--- src/rtl/con_ff_gen.sv ---
// Conditional branch flip-flop: evaluates a condition code against a bus value and holds the decision until acknowledged.
// Optional statistics counters are enabled by defining CON_FF_GEN_STATS_EN.
module con_ff_gen #(
    parameter int WIDTH = 32,
    parameter int CNT_W = 16
) (
    input  logic             clk,
    input  logic             clear_n,
    input  logic             con_in,
    input  logic [2:0]       cond,
    input  logic [WIDTH-1:0] bus_mux_out,
    input  logic             con_ack,
    output logic             con_out,
    output logic             con_valid,
    output logic             overrun,
    output logic [CNT_W-1:0] eval_cnt,
    output logic [CNT_W-1:0] taken_cnt
);

    typedef enum logic {
        IDLE  = 1'b0,
        VALID = 1'b1
    } state_t;

    state_t state;
    logic   is_zero;
    logic   is_neg;
    logic   cond_true;

    assign is_zero = (bus_mux_out == '0);
    assign is_neg  = bus_mux_out[WIDTH-1];

    always_comb begin
        cond_true = 1'b0;
        case (cond)
            3'b000:  cond_true = is_zero;
            3'b001:  cond_true = !is_zero;
            3'b010:  cond_true = !is_neg;
            3'b011:  cond_true = is_neg;
            3'b100:  cond_true = !is_neg && !is_zero;
            3'b101:  cond_true = is_neg || is_zero;
            3'b110:  cond_true = 1'b1;
            default: cond_true = 1'b0;
        endcase
    end

    // A capture while VALID counts as an overrun unless the same cycle also acknowledges.
    always_ff @(posedge clk or negedge clear_n) begin
        if (!clear_n) begin
            state   <= IDLE;
            con_out <= 1'b0;
            overrun <= 1'b0;
        end else begin
            case (state)
                IDLE: begin
                    if (con_in) begin
                        con_out <= cond_true;
                        state   <= VALID;
                    end
                end
                VALID: begin
                    if (con_in) begin
                        con_out <= cond_true;
                        if (!con_ack)
                            overrun <= 1'b1;
                    end else if (con_ack) begin
                        state <= IDLE;
                    end
                end
                default: state <= IDLE;
            endcase
        end
    end

    assign con_valid = (state == VALID);

`ifdef CON_FF_GEN_STATS_EN
    logic [CNT_W-1:0] eval_q;
    logic [CNT_W-1:0] taken_q;

    // Both counters saturate rather than wrap.
    always_ff @(posedge clk or negedge clear_n) begin
        if (!clear_n) begin
            eval_q  <= '0;
            taken_q <= '0;
        end else if (con_in) begin
            if (eval_q != '1)
                eval_q <= eval_q + CNT_W'(1);
            if (cond_true && (taken_q != '1))
                taken_q <= taken_q + CNT_W'(1);
        end
    end

    assign eval_cnt  = eval_q;
    assign taken_cnt = taken_q;
`else
    assign eval_cnt  = '0;
    assign taken_cnt = '0;
`endif

endmodule

--- config.mk ---
export PLATFORM = sky130hd
export DESIGN_NAME = con_ff_gen
export DESIGN_NICKNAME = d
export VERILOG_FILES = /design/src/rtl/con_ff_gen.sv
export SDC_FILE = /design/constraint.sdc
export NUM_CORES = 1
export LEC_CHECK = 0
export CAP_MARGIN = 20
export CORE_MARGIN = 2
export CORE_UTILIZATION = 24
export DETAILED_ROUTE_END_ITERATION = 6
export HOLD_SLACK_MARGIN = 0.02
export PLACE_DENSITY = 0.85
export SLEW_MARGIN = 30
export SYNTH_ARGS = -nofsm -noshare
export SYNTH_HDL_FRONTEND = slang
export SYNTH_SLANG_ARGS = --single-unit
export TNS_END_PERCENT = 5
--- constraint.sdc ---
create_clock -name clk -period 2.5 [get_ports clk]
set_clock_uncertainty 0.05 [all_clocks]
set_input_delay 0.25 -clock clk [delete_from_list [all_inputs] [get_ports clk]]
set_output_delay 0.25 -clock clk [all_outputs]
set_load 0.005 [all_outputs]
After elaboration in Yosys (flattened, before gate mapping)
Cells that the tools add are included.
Storage, ports and cells
  flip-flop bits (word level): 3
  bits of input ports: 39
  output and inout port bits: 35
  logic and storage cells: 24
Cells by class
  equal/unequal tests: 6
  multiplexer cells: 6
  bitwise operators: 2
  reductions and logical operators: 7
Operators by type and width (count)
  zero test 32 bit: 1
  equality test 3 bit (second input constant): 3
  case mux 1 bit (7 select lines): 1
  equality test 3 x 2 -> 1 bit (second input constant): 2
  2-to-1 mux 1 bit: 4
  equality test 3 x 1 -> 1 bit (second input constant): 1
  zero test 3 bit: 1
  AND reduction 3 bit: 1
  zero test 1 bit: 2
  NOT 1 bit: 2
  case mux 1 bit (2 select lines): 1
  logical AND 1 bit: 1
  logical OR 1 bit: 1

Depth between registers and ports, before layout
Gate-level depths: netlist of the first run.
  depth in word-level cells: 5
  mapped depth: 5
  depth with buffers taken out: 5

Worst setup path before layout of the first run
OpenSTA, ideal clock, no wires.
  path type: in2reg
  start: input port bus_mux_out[25]
  end: register con_out
  setup time: 0.131 ns
  arrival: 1.415 ns
  required time: 2.319 ns
  setup slack: 0.903 ns
  cell stages on the path: 5
  path buffers: 0
  cell sequence: nor4_2 > nand4_1 > o41a_1 > nand4_1 > or3b_1
On the way
  cells in the longest elaborated chain, start to end: 5
  elaborated cells between the ends (all ways): 6
  those cells by class: mux (2); reduce/logical (4)
RTL lines
  start: declaration: line 11  | input logic [WIDTH-1:0] bus_mux_out,
  zero test 32 bit (*): line 30  | assign is_zero = (bus_mux_out == '0);
  zero test 1 bit: line 37, 40
  logical AND 1 bit: line 40  | 3'b100: cond_true = !is_neg && !is_zero;
  case mux 1 bit (7 select lines) (*): line 35  | case (cond)
  2-to-1 mux 1 bit (*): line 56, 62
  end signal: assignment: line 57  | con_out <= cond_true;
  end signal: assignment: line 63  | con_out <= cond_true;
  end: declaration: line 13  | output logic con_out,
Every way passes the cells marked *; elsewhere a longest branch is shown, timed or not. The select of a mux whose other input is x is not followed.
A chain may end at the register's enable or synchronous reset.

Final worst setup path of the first run
Same ends and word-level chain as after synthesis.

==> results.ini, run 1 <==
[floorplan]
die_w_um=49.04
dieHeight_um=49.04
core_um2=1942
io_pins=74
die_area_um2=2404
start_util=0.2506
rows=16

[logic_synthesis]
synthCells=58
syn_area_um2=486.7
synth.distinct_cells=16
synth-seq-area-share=0.1542
postSynthAreaPerCell_um2=8.392
yosys_warnings=0
ys_ff_latch=3

[drt]
wl_per_cell_um=8.806
route.antenna.remaining_nets=0
drc_errors=0
viasPerCell=3.667
routed_wl_mm=1.136
drtPass1Iterations=1
vias=473
drtIter0Drc=0

[placed_design]
dpl_cell_area_um2=807.0
gp_congestion=0.6584
hpwl_mm=1.060
place_inst=125
port_buffers=41

[clock_tree]
clkTransAtPathRegs_ns=0.04
cts_max_level=1
clock_latency_ns=0.23
cts-root-buf=clkbuf_4
cts_setup_buffers=0
cts.path.max_buffers=2
cts_tree=built
hold_buffers=0
clock-sinks=3
cts_buffers=3
post_cts_resized=0

[setup_path]
arrival_ns=1.95
path_max_fanout=2
cp-start-kind=input pin
setup.worst_path.class=input pin to flop
endpoint_kind=flop
crit_required_ns=2.56

[global_routing]
grt_pass1_vias=400
grt_max_degree=6
grt-ovfl-total=0
grt_first_pass_wirelength_mm=1.759
antenna_found_initial=0
grt_usage=0.1007

[final_layout]
regArea_um2=75.07
final-instance-count-excl-fill=129
nFillCells=208
multi_input_area_um2=280.3
fin_area_um2=833.3
antenna_cells=0
finalNetCount=142
synthToLayoutAreaGrowth_pct=71.21
drive_above_1_share=0.07843

[power]
p_leak_nw=0.3522
p_per_area_nw_per_um2=280.8
peakVddDrop_mv=0.1365
power_w=0.0002340

[sta]
whs_ns=0.1537
final_hold_viol_count=0
min_period_ns=1.891
fin_tns_setup_ns=0
setup_viol=0
slew_viol_final=0
rsz0062_at_grt=false
min_period_over_period=0.7563
clock.fmax_ghz=0.5289

[hold_path]
hp-class=input pin to asynchronous set/reset pin

[job]
cap_violations=0

[status]
status=completed

## state kept, by name (all words and copies together) (netlist names)
name	cells
con_out	1
con_valid	1
overrun	1
## per-stage QoR
| step | util | setup WS (ns) |
|---|---|---|
| global route | 0.4291 | 0.5099 |
| global placement | 0.4156 | 0.3941 |
| finish | 0.4291 | 0.6093 |
| detailed placement | 0.4156 | 0.3433 |
| floorplan | - | 0.9033 |
| CTS | 0.4291 | 0.5948 |
## logic make-up (layout without fill, tap and decap cells)
kind of cell	after synthesis	after routing	synth area share
other cells	1	32	0.007705
buf+inv	34	47	0.5090
compound gates	6	6	0.09254
flops	3	3	0.1542
simple gates	14	14	0.2365
## path summary, 6_finish.rpt
path	start	end	slack, ns	cells after the start
setup / recovery	bus_mux_out[25]	con_out	0.61	6
hold / removal	clear_n	con_valid	0.15	1
setup reg to reg	con_out	con_out	1.47	2
hold reg to reg	overrun	overrun	0.42	1
max in group asynchronous	clear_n	overrun	2.09	1
min in group clk	overrun	overrun	0.42	1
## cells in the final DEF (no fill, tap or decap), drive strengths merged
cell / netlist / routed
clkdlybuf4s50: 0 / 41
conb: 1 / 32
nor4: 8 / 8
clkbuf: 0 / 4
nand4: 3 / 3
dfrtp: 3 / 3
inv: 2 / 2
a21o: 1 / 1
a31o: 1 / 1
nor2b: 1 / 1
o211ai: 1 / 1
o21ai: 1 / 1
o41a: 1 / 1
nand2b: 1 / 1
a21oi: 1 / 1
or3b: 1 / 1
## routing by layer
metal / part of all wire / vias to the layer above / track usage
li1: - / 228 / -
met1: 0.31 / 193 / 0.09381
met2: 0.49 / 50 / 0.1598
met3: 0.19 / 2 / 0.06442
met4: 0.0079 / 0 / 0.07143
met5: 0 / - / 0
## cell type report
cell class | instances | share of cell area
timing repair buffer | 41 | 0.4925
inverter | 2 | 0.009009
tap | 27 | 0.04054
multi-input combinational | 52 | 0.3363
sequential | 3 | 0.09009
clock buffer | 4 | 0.03153
## where the power goes
group          internal, W  switching, W
registers        0.0000520    0.00000172
logic            0.0000641     0.0000308
clock network    0.0000599     0.0000255
total             0.000176     0.0000580
## critical path, stage by stage
cell	delay [ns]
clkdlybuf4s50_1	0.42
nor4_2	0.28
nand4_1	0.15
o41a_1	0.41
nand4_1	0.09
or3b_1	0.34
## Yosys cell counts, drive strengths merged
library cell   n  share of area
dfrtp          3           0.15
nor4           8           0.15
a21oi          1          0.010
o41a           1          0.023
nand4          3          0.039
a31o           1          0.018
o21ai          1          0.010
conb           1         0.0077
inv            2          0.015
buf           32           0.49
nand2b         1          0.013
a21o           1          0.015
or3b           1          0.018
nor2b          1          0.013
o211ai         1          0.015
(Power assumes the default switching activity.)
==> run 2: changes to the inputs <==
--- a/config.mk
+++ b/config.mk
@@ -7,10 +7,10 @@
 export LEC_CHECK = 0
 export CAP_MARGIN = 20
 export CORE_MARGIN = 2
-export CORE_UTILIZATION = 24
+export CORE_UTILIZATION = 20
 export DETAILED_ROUTE_END_ITERATION = 6
 export HOLD_SLACK_MARGIN = 0.02
-export PLACE_DENSITY = 0.85
+export PLACE_DENSITY = 0.76
 export SLEW_MARGIN = 30
 export SYNTH_ARGS = -nofsm -noshare
 export SYNTH_HDL_FRONTEND = slang
==> constraint.sdc (replaced) <==
create_clock -name clk -period 1.7 [get_ports clk]
set_clock_uncertainty 0.05 [all_clocks]
set_input_delay 0.17 -clock clk [delete_from_list [all_inputs] [get_ports clk]]
set_output_delay 0.17 -clock clk [all_outputs]
set_load 0.005 [all_outputs]
==> results.ini, run 2 (synthesized netlist as in run 1, its figures left out) <==
[power]
peakVddDrop_mv=0.2399  ; was 0.1365 mV
p_leak_nw=0.5383  ; was 0.3522 nW
swShare=0.2629  ; was 0.2479
seqPwrFrac=0.237  ; was 0.230
p_switching_w=0.00008756  ; was 0.00005800 W
power_w=0.0003331  ; was 0.0002340 W
p_int_w=0.0002455  ; was 0.0001760 W
p_comb_frac=0.389  ; was 0.406
p_per_area_nw_per_um2=367.2  ; was 280.8 nW/um2
p_clk_frac=0.373  ; was 0.365

[clock_tree]
clock_latency_ns=0.23  ; about the same
cts_max_level=1  ; unchanged
cts.path.max_buffers=2  ; unchanged
cts-root-buf=clkbuf_4  ; unchanged
clock-sinks=3  ; unchanged
cts_buffers=3  ; unchanged
clkTransAtPathRegs_ns=0.04  ; about the same
cts_tree=built  ; unchanged

[global_routing]
antenna_found_initial=0  ; unchanged
grt_pass1_vias=454  ; was 400
grt_max_degree=6  ; unchanged
grt_usage=0.08596  ; was 0.1007
grt-ovfl-total=0  ; unchanged
grt_first_pass_wirelength_mm=1.669  ; was 1.759 mm

[final_layout]
drive_above_1_share=0.1333  ; was 0.07843
layout_commonest_cell=conb_1  ; was clkdlybuf4s50_1
finalNetCount=145  ; was 142
antenna_cells=0  ; unchanged
layout_common_cells=32 x conb_1, 17 x dlymetal6s2s_1, 9 x dlygate4sd2_1, 9 x clkdlybuf4s50_1, 7 x nor4_2  ; was 41 x clkdlybuf4s50_1, 32 x conb_1, 4 x nor4_2, 4 x nor4_1
final-instance-count-excl-fill=133  ; was 129
synthToLayoutAreaGrowth_pct=86.38  ; was 71.21%

[sta]
final_hold_viol_count=0  ; unchanged
setup_viol=0  ; unchanged
rsz0062_at_grt=false  ; unchanged
clock.fmax_ghz=0.6171
slew_viol_final=0  ; unchanged
min_period_over_period=0.9533
min_period_ns=1.621
setup_ws_ns=0.07945  ; was 0.6093 ns

[job]
cap_violations=0  ; unchanged

[setup_path]
crit_required_ns=1.76  ; was 2.56 ns
arrival_ns=1.68  ; was 1.95 ns
setup.worst_path.class=input pin to flop  ; unchanged
reg2reg_depth=2  ; unchanged
crit_start=bus_mux_out[12]  ; was bus_mux_out[25]
cp-start-kind=input pin  ; unchanged
r2r-end=con_out  ; unchanged
reg2reg_from=con_out  ; unchanged
worstSetupEndpoint=con_out  ; unchanged
path_max_fanout=2  ; unchanged
r2r_slack_ns=0.67  ; was 1.47 ns
endpoint_kind=flop  ; unchanged

[floorplan]
start_util=0.2159  ; was 0.2506
die_area_um2=2844  ; was 2404 um2
die_w_um=53.33  ; was 49.04 um
core_um2=2255  ; was 1942 um2
dieHeight_um=53.33  ; was 49.04 um
io_pins=74  ; unchanged
rows=17  ; was 16

[drt]
viasPerCell=3.857  ; was 3.667
routed_wl_mm=1.225  ; was 1.136 mm
vias=513  ; was 473
wl_per_cell_um=9.211  ; was 8.806 um
route.antenna.remaining_nets=0  ; unchanged
drtPass1Iterations=1  ; unchanged
drc_errors=0  ; unchanged
drtIter0Drc=0  ; unchanged

[placed_design]
post-place-ws_ns=-0.3579  ; was 0.3433 ns
place_inst=127  ; was 125
gp_congestion=0.6404  ; was 0.6584
port_buffers=41  ; unchanged
hpwl_mm=1.086  ; was 1.060 mm

[hold_path]
hp-class=input pin to asynchronous set/reset pin  ; unchanged

[status]
status=completed  ; unchanged

## run 2: cell count changes in the layout (fill, tap and decap cells not counted), sizes merged
cell / previous run / this run
buf: 0 / 3
clkdlybuf4s15: 0 / 6
clkdlybuf4s50: 41 / 9
dlygate4sd2: 0 / 9
dlymetal6s2s: 0 / 17
## run 2: metal layers
metal  share of wire  vias up  global-route usage
met5               0        -                   0
met4               0        0             0.07692
met3            0.14        0             0.03390
met2            0.54       50              0.1481
met1            0.32      227             0.07576
li1                -      236                   -
## run 2: worst min-delay path by stage
stage                     slack (ns)  cells after the start     from        end
final                           0.07                      1  clear_n    con_out
after floorplan                -0.18                      0  clear_n    con_out
after global placement          0.31                      1  clear_n    overrun
after CTS                       0.06                      1  clear_n  con_valid
after global routing            0.07                      1  clear_n  con_valid
after detailed placement        0.31                      1  clear_n  con_valid
## run 2: worst max-delay path, stage by stage
cell and delay [ns]:
dlygate4sd2_1 0.24, nor4_2 0.27, nand4_1 0.16, o41a_1 0.42, nand4_1 0.09, or3b_1 0.33
## run 2: layout make-up
cell class	instances	area (um2)
fill	247	1348
clock buffer	4	26.28
tap	28	35.03
timing repair buffer	44	464.2
sequential	3	75.07
inverter	2	7.507
multi-input combinational	52	299.0
## run 2: power groups by stage
stage / clock, W / sequential (W) / combinational, W
2_1_floorplan: 0 / 0.0000803 / 0.0000846
3_3_place_gp: 0 / 0.0000801 / 0.000138
3_5_place_dp: 0 / 0.0000801 / 0.000140
4_1_cts: 0.000133 / 0.0000792 / 0.000132
5_1_grt: 0.000137 / 0.0000797 / 0.000144
6_report: 0.000124 / 0.0000791 / 0.000130
## run 2: metrics by stage
stage	util	hold slack [ns]	area (um2)	TNS [ns]
after floorplan	-	-0.1756	603.1	0
after global placement	0.3618	0.3131	815.8	-0.3547
after detailed placement	0.3618	0.3136	815.8	-0.3579
after CTS	0.3713	0.06330	837.1	0
after global routing	0.4023	0.07301	907.1	0
final	0.4023	0.07121	907.1	0
## run 2: timing repair
item,CTS,global route
setup buffers,2,1
gates cloned,0,0
hold buffers,0,0
endpoints found under the setup margin,1,1
gates resized for setup,16,25
pin swaps,12,12
==> run 3: changes to the inputs <==
--- a/config.mk
+++ b/config.mk
@@ -5,7 +5,6 @@
 export SDC_FILE = /design/constraint.sdc
 export NUM_CORES = 1
 export LEC_CHECK = 0
-export CAP_MARGIN = 20
 export CORE_MARGIN = 2
 export CORE_UTILIZATION = 20
 export DETAILED_ROUTE_END_ITERATION = 6
==> results of run 3 <==
Final layout, timing and power as in run 2 (identical DEF).
